File: config.mk
export PLATFORM = sky130hd
export DESIGN_NAME = uart_baud_gen
export DESIGN_NICKNAME = d
export VERILOG_FILES = /design/src/rtl/uart_baud_gen.sv
export SDC_FILE = /design/constraint.sdc
export NUM_CORES = 1
export LEC_CHECK = 0
export BUFFER_PORTS_ARGS = -buffer_cell sky130_fd_sc_hd__buf_2
export CORE_MARGIN = 2
export CORE_UTILIZATION = 59
export DETAILED_ROUTE_END_ITERATION = 10
export PLACE_DENSITY = 0.79
export REMOVE_ABC_BUFFERS = 1
export SYNTH_ARGS = -nofsm -noshare
export SYNTH_HDL_FRONTEND = slang
export SYNTH_SLANG_ARGS = --single-unit
export TNS_END_PERCENT = 100
File: constraint.sdc
create_clock -name clk_in -period 10.4 [get_ports clk_in]
set_clock_uncertainty 0.05 [all_clocks]
set_input_delay 1.04 -clock clk_in [delete_from_list [all_inputs] [get_ports clk_in]]
set_output_delay 1.04 -clock clk_in [all_outputs]
set_load 0.05 [all_outputs]
File: src/rtl/uart_baud_gen.sv
// uart_baud_gen: runtime-programmable UART baud source.
// Divides clk_in by a loadable divisor to make an oversample tick, a bit tick
// and a 50%-duty bit-rate clock. Divisor changes take effect at bit boundaries.
// Ports:
//   clk_in      system clock, rising edge
//   reset       synchronous active-high reset, highest priority
//   enable      1 = counters run, 0 = counters hold
//   resync      single-cycle request to restart the bit phase
//   div_value   new divisor (clk_in cycles per rx_tick)
//   div_load    single-cycle strobe capturing div_value
//   div_pending captured divisor waiting for the next bit boundary
//   rx_tick     one-cycle pulse, OVERSAMPLE per bit
//   tx_tick     one-cycle pulse, one per bit
//   clk_out     bit-rate square wave, low first half / high second half
module uart_baud_gen #(
  parameter int unsigned DIV_WIDTH   = 16,
  parameter int unsigned OVERSAMPLE  = 16,
  parameter int unsigned DEFAULT_DIV = 4
) (
  input  logic                 clk_in,
  input  logic                 reset,
  input  logic                 enable,
  input  logic                 resync,
  input  logic [DIV_WIDTH-1:0] div_value,
  input  logic                 div_load,
  output logic                 div_pending,
  output logic                 rx_tick,
  output logic                 tx_tick,
  output logic                 clk_out
);

  // OVERSAMPLE is expected to be even and at least 2.
  localparam int unsigned OS_W = (OVERSAMPLE > 2) ? $clog2(OVERSAMPLE) : 1;
  localparam logic [OS_W-1:0]      OS_LAST    = OS_W'(OVERSAMPLE - 1);
  localparam logic [OS_W-1:0]      OS_MID_PRE = OS_W'(OVERSAMPLE / 2 - 1);
  localparam logic [DIV_WIDTH-1:0] DIV_RST    = DIV_WIDTH'(DEFAULT_DIV);
  localparam logic [DIV_WIDTH-1:0] DIV_ONE    = DIV_WIDTH'(1);

  logic [DIV_WIDTH-1:0] div_cnt_q, div_cnt_d;
  logic [OS_W-1:0]      os_cnt_q, os_cnt_d;
  logic [DIV_WIDTH-1:0] div_act_q, div_act_d;
  logic [DIV_WIDTH-1:0] div_shadow_q, div_shadow_d;
  logic                 pending_q, pending_d;
  logic                 rx_q, rx_d;
  logic                 tx_q, tx_d;
  logic                 clk_q, clk_d;

  logic [DIV_WIDTH-1:0] div_eff;
  logic                 div_wrap;
  logic                 os_wrap;

  // Divisor 0 behaves as 1; >= keeps the prescaler sane if the divisor
  // shrinks below the held count while stopped.
  assign div_eff  = (div_act_q == '0) ? DIV_ONE : div_act_q;
  assign div_wrap = (div_cnt_q >= (div_eff - DIV_ONE));
  assign os_wrap  = (os_cnt_q == OS_LAST);

  // Next-state logic for prescaler, oversample counter, outputs and divisor.
  always_comb begin
    div_cnt_d    = div_cnt_q;
    os_cnt_d     = os_cnt_q;
    div_act_d    = div_act_q;
    div_shadow_d = div_shadow_q;
    pending_d    = pending_q;
    clk_d        = clk_q;
    rx_d         = 1'b0;
    tx_d         = 1'b0;

    if (resync) begin
      // Restart the bit phase; any divisor change lands immediately.
      div_cnt_d = '0;
      os_cnt_d  = '0;
      clk_d     = 1'b0;
      pending_d = 1'b0;
      if (div_load) begin
        div_act_d    = div_value;
        div_shadow_d = div_value;
      end else if (pending_q) begin
        div_act_d = div_shadow_q;
      end
    end else if (!enable) begin
      // Stopped: phase holds, a new divisor cannot disturb a running bit.
      if (div_load) begin
        div_act_d    = div_value;
        div_shadow_d = div_value;
        pending_d    = 1'b0;
      end
    end else begin
      if (div_wrap) begin
        div_cnt_d = '0;
        rx_d      = 1'b1;
        if (os_wrap) begin
          // Bit boundary: tx tick, clk_out low, swap in the shadow divisor.
          os_cnt_d = '0;
          tx_d     = 1'b1;
          clk_d    = 1'b0;
          if (pending_q) begin
            div_act_d = div_shadow_q;
            pending_d = 1'b0;
          end
        end else begin
          os_cnt_d = os_cnt_q + OS_W'(1);
          if (os_cnt_q == OS_MID_PRE) begin
            clk_d = 1'b1;
          end
        end
      end else begin
        div_cnt_d = div_cnt_q + DIV_ONE;
      end
      // A load on the boundary edge waits for the following bit.
      if (div_load) begin
        div_shadow_d = div_value;
        pending_d    = 1'b1;
      end
    end
  end

  // State register.
  always_ff @(posedge clk_in) begin
    if (reset) begin
      div_cnt_q    <= '0;
      os_cnt_q     <= '0;
      div_act_q    <= DIV_RST;
      div_shadow_q <= '0;
      pending_q    <= 1'b0;
      rx_q         <= 1'b0;
      tx_q         <= 1'b0;
      clk_q        <= 1'b0;
    end else begin
      div_cnt_q    <= div_cnt_d;
      os_cnt_q     <= os_cnt_d;
      div_act_q    <= div_act_d;
      div_shadow_q <= div_shadow_d;
      pending_q    <= pending_d;
      rx_q         <= rx_d;
      tx_q         <= tx_d;
      clk_q        <= clk_d;
    end
  end

  assign div_pending = pending_q;
  assign rx_tick     = rx_q;
  assign tx_tick     = tx_q;
  assign clk_out     = clk_q;

endmodule

# --- Yosys cells after proc, flatten, opt, wreduce, memory -nomap -nowiden ---
# Index checks and enable logic that the tools add are counted.
op_classes:
  n_reduce_logical: 13
  mux: 19
  n_addsub: 3
  bitwise: 2
  order_cmp: 1
  eq_ne: 4
op_table:
  columns: ["op", "n"]
  rows:
  - ["two-way mux 16 bit", 9]
  - ["adder 16 x 1 -> 16 bit (second input constant)", 1]
  - [">= comparator 16 bit", 1]
  - ["logical NOT 16 bit", 1]
  - ["subtractor 16 x 1 -> 16 bit (second input constant)", 1]
  - ["two-way mux 1 bit", 9]
  - ["AND reduction 3 bit", 3]
  - ["nonzero test 2 bit", 4]
  - ["!= test 3 x 1 -> 1 bit (second input constant)", 2]
  - ["adder 4 x 1 -> 4 bit (second input constant)", 1]
  - ["== test 4 x 3 -> 1 bit (second input constant)", 1]
  - ["== test 4 bit (second input constant)", 1]
  - ["two-way mux 4 bit", 1]
  - ["OR reduction 4 bit", 1]
  - ["nonzero test 3 bit", 1]
  - ["OR reduction 3 bit", 1]
  - ["NOT 1 bit", 2]
  - ["AND reduction 2 bit", 1]
  - ["OR reduction 2 bit", 1]
word_totals:
  inputBits: 21
  word_cells: 50
  regBits: 56

# --- Logic depth before layout (Yosys ltp) ---
depth:
  depth_word: 7
  depth_mapped: 19

# --- Worst setup path after synthesis ---
# Ideal clock, no wire load.
synth_path:
  path_kind: "register to register"
  from: "register div_act_q[6]"
  to: "register div_act_q[10]"
  t_required_ns: 10.230
  n_path_buf: 2
  path_slack_ns: 5.639
  stages_incl_launch_ff: 20
  t_arrival_ns: 4.591
  period_less_slack_ns: 4.761
  cell_sequence: "dfxtp_1 or4_1 or2_4 or4_4 or3_1 nor2_1 nor2_1 ha_1 nand2_1 nor2_1 xnor2_1 ha_1 nand4_1 or2_2 o41ai_1 o31ai_1 o21a_1 buf_2 buf_6 mux2i_1"
synth_between:
  elab_chain_cells: 6
synth_lines:
  columns: ["element", "line_no", "source"]
  rows:
  - ["start: declaration", "41", "logic [DIV_WIDTH-1:0] div_act_q, div_act_d;"]
  - ["start signal: assignment", "132", "div_act_q <= div_act_d;"]
  - ["logical NOT 16 bit", "54", "assign div_eff = (div_act_q == '0) ? DIV_ONE : div_act_q;"]
  - ["two-way mux 16 bit (*)", "54", null]
  - ["subtractor 16 x 1 -> 16 bit (*)", "55", "assign div_wrap = (div_cnt_q >= (div_eff - DIV_ONE));"]
  - [">= comparator 16 bit (*)", "55", null]
  - ["!= test 3 x 1 -> 1 bit (no source line) (*)", null, null]
  - ["AND reduction 3 bit (no source line) (*)", null, null]
# Mark *: on every way between the ends. The rest lies on a longest branch, timed or not.
# A chain may end at the register's enable or synchronous reset.

# --- Worst setup path after layout ---
layout_path:
  from: "register div_act_q[6]"
  to: "register div_act_q[6]"
layout_between:
  elab_chain_cells: 6
  elab_cells_between_ends: 12
layout_lines:
  columns: ["element", "line_no"]
  rows:
  - ["logical NOT 16 bit", "54"]
  - ["two-way mux 16 bit", "54"]
  - ["subtractor 16 x 1 -> 16 bit", "55"]
  - [">= comparator 16 bit", "55"]
  - ["!= test 3 x 1 -> 1 bit (no source line)", null]
  - ["AND reduction 3 bit (no source line)", null]
# Several ways; a longest one is shown, not always the timed one. The select of a mux whose other input is x is not followed.

==> impl_metrics.yaml <==
layout:
  final_nets: 417
  area_growth_pct: 9.19
  fin_cells: 448
  drive_above_1_share: 0.114
  n_fill_cell: 445
  antenna_cells: 0
synth:
  synth_ff_type: "dfxtp_1"
  synth_top_area_frac: 0.353
  synth_top_area_cell: "dfxtp_1"
  ys_ff_latch: 56
  async_flop_share: 0
  syn_area_um2: 3170
  syn_avg_cell_area_um2: 8.81
  synthTopCellsByArea: "dfxtp_1 (35%), mux2i_1 (15%), nor2_1 (8.4%), ha_1 (7.5%), a211o_1 (4.1%)"
  yosysSeqAreaShare: 0.353
  yosys.cell_types.count: 45
  postSynthCellCount: 360
  synth-edff-count: 0
  synth_most_common_cell: "nor2_1"
  synth_commonest_cells: "nor2_1 (71), dfxtp_1 (56), mux2i_1 (48), ha_1 (19), nand2_1 (17)"
  yosys_warnings: 0
global_route:
  track_usage: 0.217
  antenna_found_initial: 0
  overflow: 0
  grt_max_degree: 51
  grt_pass1_wl_mm: 10.7
  grt_pass1_vias: 2326
status:
  status: "complete, no violations"
clocking:
  cts_tree: "built"
  clk_pin_slew_ns: 0.09
  clk_latency_ns: 0.31
  numCtsBuffers: 5
  ctsResizeCount: 0
  hold_buffers: 0
  post_cts_buffers: 0
  clkSinkCount: 56
  clockBufferDepth: 2
  h-tree-depth: 2
  root_buffer: "clkbuf_8"
timing:
  period_share: 0.520
  hold_ws_ns: 0.447
  setup_violations: 0
  tightest_slew_ns: 0.925
  rsz0062_at_grt: "no"
  fin_setup_tns_ns: 0
  slew_headroom: 0.384
  period_needed_ns: 5.41
  drv_slew: 0
  hold_viol_final: 0
  fmax_mhz: 185
placement:
  io_buffers: 24
  place_inst: 440
  place_congestion: 0.882
  place_hpwl_mm: 4.22
die:
  num_io_pins: 25
  core.rowCount: 26
  die_area_um2: 5980
  die_height_um: 77.3
  core-area_um2: 5140
  die_x_um: 77.3
  start_util: 0.617
setup_path:
  cpMostUsedCell: "nor2_1"
  worst_ep_required_time_ns: 10.58
  critPathBufInv: 1
  crit_chain: "or4_1, or2_4, or4_4, or3_1, nor2_1, nor2_1, ha_1, nand2_1, nor2_1, xnor2_1, ha_1, nand4_1, nor2_1, a311o_1, o31ai_1, buf_4, o21a_1, mux2i_1"
  crit_type: "register to register"
  slowest_delay_ns: 0.76
  cp_top_family: "simple AND/OR/NAND/NOR gates"
  end_kind: "register"
  cp_max_fo: 16
  cp_slowest_cell: "o21a_1"
  startpoint_type: "register"
  cp.arrival_ns: 5.58
pwr:
  p_total_uw: 465
  power_leakage_nw: 1.43
  p_per_area_nw_per_um2: 134
  ir_drop_v: 0.0000901
drt:
  drt-wirelength-per-cell_um: 13.1
  vias: 2485
  first_pass_iters: 4
  ant_nets: 0
  wirelength_mm: 5.86
  detail_route.iter0.violations: 89
  drt-vias-per-instance: 5.55
  drc: 0
job:
  drv_cap: 0
worst_hold_path:
  hold_path.class: "register to register"
stage by stage:
step	cell area [µm²]	setup WS, ns	utilization
after floorplan	3100	5.02	-
after global placement	3340	5.20	0.649
after detailed placement	3340	5.04	0.649
after CTS	3460	4.96	0.674
after global routing	3460	4.60	0.674
final	3460	4.99	0.674
flip-flops by register name, indices dropped and copies added (netlist names):
| register | cells |
|---|---|
| div_cnt_q | 16 |
| clk_out | 1 |
| div_act_q | 16 |
| rx_tick | 1 |
| div_pending | 1 |
| div_shadow_q | 16 |
| tx_tick | 1 |
| os_cnt_q | 4 |
final timing paths:
check	start	endpoint	slack, ns	cells after the start
worst min register to register	os_cnt_q[1]	os_cnt_q[1]	0.45	2
worst max-delay path	div_act_q[6]	div_act_q[6]	4.99	18
worst min-delay path	os_cnt_q[1]	os_cnt_q[1]	0.45	2
worst max register to register	div_act_q[6]	div_act_q[6]	4.99	18
worst reg2reg max path: cells and delay by family (launching register included):
family / cells / cell delay (ns)
adder cells (fa/ha/maj): 2 / 0.52
buffers and inverters: 1 / 0.23
XOR/XNOR: 1 / 0.13
multiplexers: 1 / 0.30
AO/OA/AOI/OAI: 3 / 1.39
flip-flops: 1 / 0.39
AND/OR/NAND/NOR: 10 / 2.32
cell families (layout without fill, tap and decap cells):
group           Yosys count  after routing  share of synthesized area
flops                    56             56                      0.353
compound gates           47             47                      0.110
mux                      48             48                      0.151
simple gates            140            140                      0.208
fa+ha+maj                19             19                     0.0750
buf+inv                  25             43                     0.0323
xor+xnor                 25             25                     0.0690
layout by cell type (no fill, tap or decap), drive strengths merged, types with 7 or more instances in the layout:
master,count
mux2i,48
buf,28
inv,7
xnor2,11
o21ai,8
clkbuf,7
ha,19
a21oi,10
nand2b,15
nor2,71
xor2,14
dfxtp,56
nand2,17
a211o,15
final cells by class:
type | instances | area, µm² | share of cell area
Sequential cell | 56 | 1120 | 0.324
Timing Repair Buffer | 28 | 150 | 0.0434
Clock buffer | 7 | 96.3 | 0.0278
Tap cell | 70 | 87.6 | 0.0253
Inverter | 7 | 26.3 | 0.00759
Multi-Input combinational cell | 279 | 1950 | 0.564
Clock inverter | 1 | 30.0 | 0.00867
routing by layer:
metal	up-vias	share of wire	track usage	wire length (µm)
li1	1292	-	-	-
met1	1151	0.50	0.300	2910
met2	36	0.46	0.352	2680
met3	6	0.036	0.0400	208
met4	0	0.0096	0.0482	56
met5	-	0	0	0
power breakdown:
part / internal, mW / switching [mW] / leakage [nW]
Clock: 0.0850 / 0.0682 / 0.0645
Sequential: 0.224 / 0.0110 / 0.458
Combinational: 0.0363 / 0.0404 / 0.913
Power figures use the tool's default switching activity.
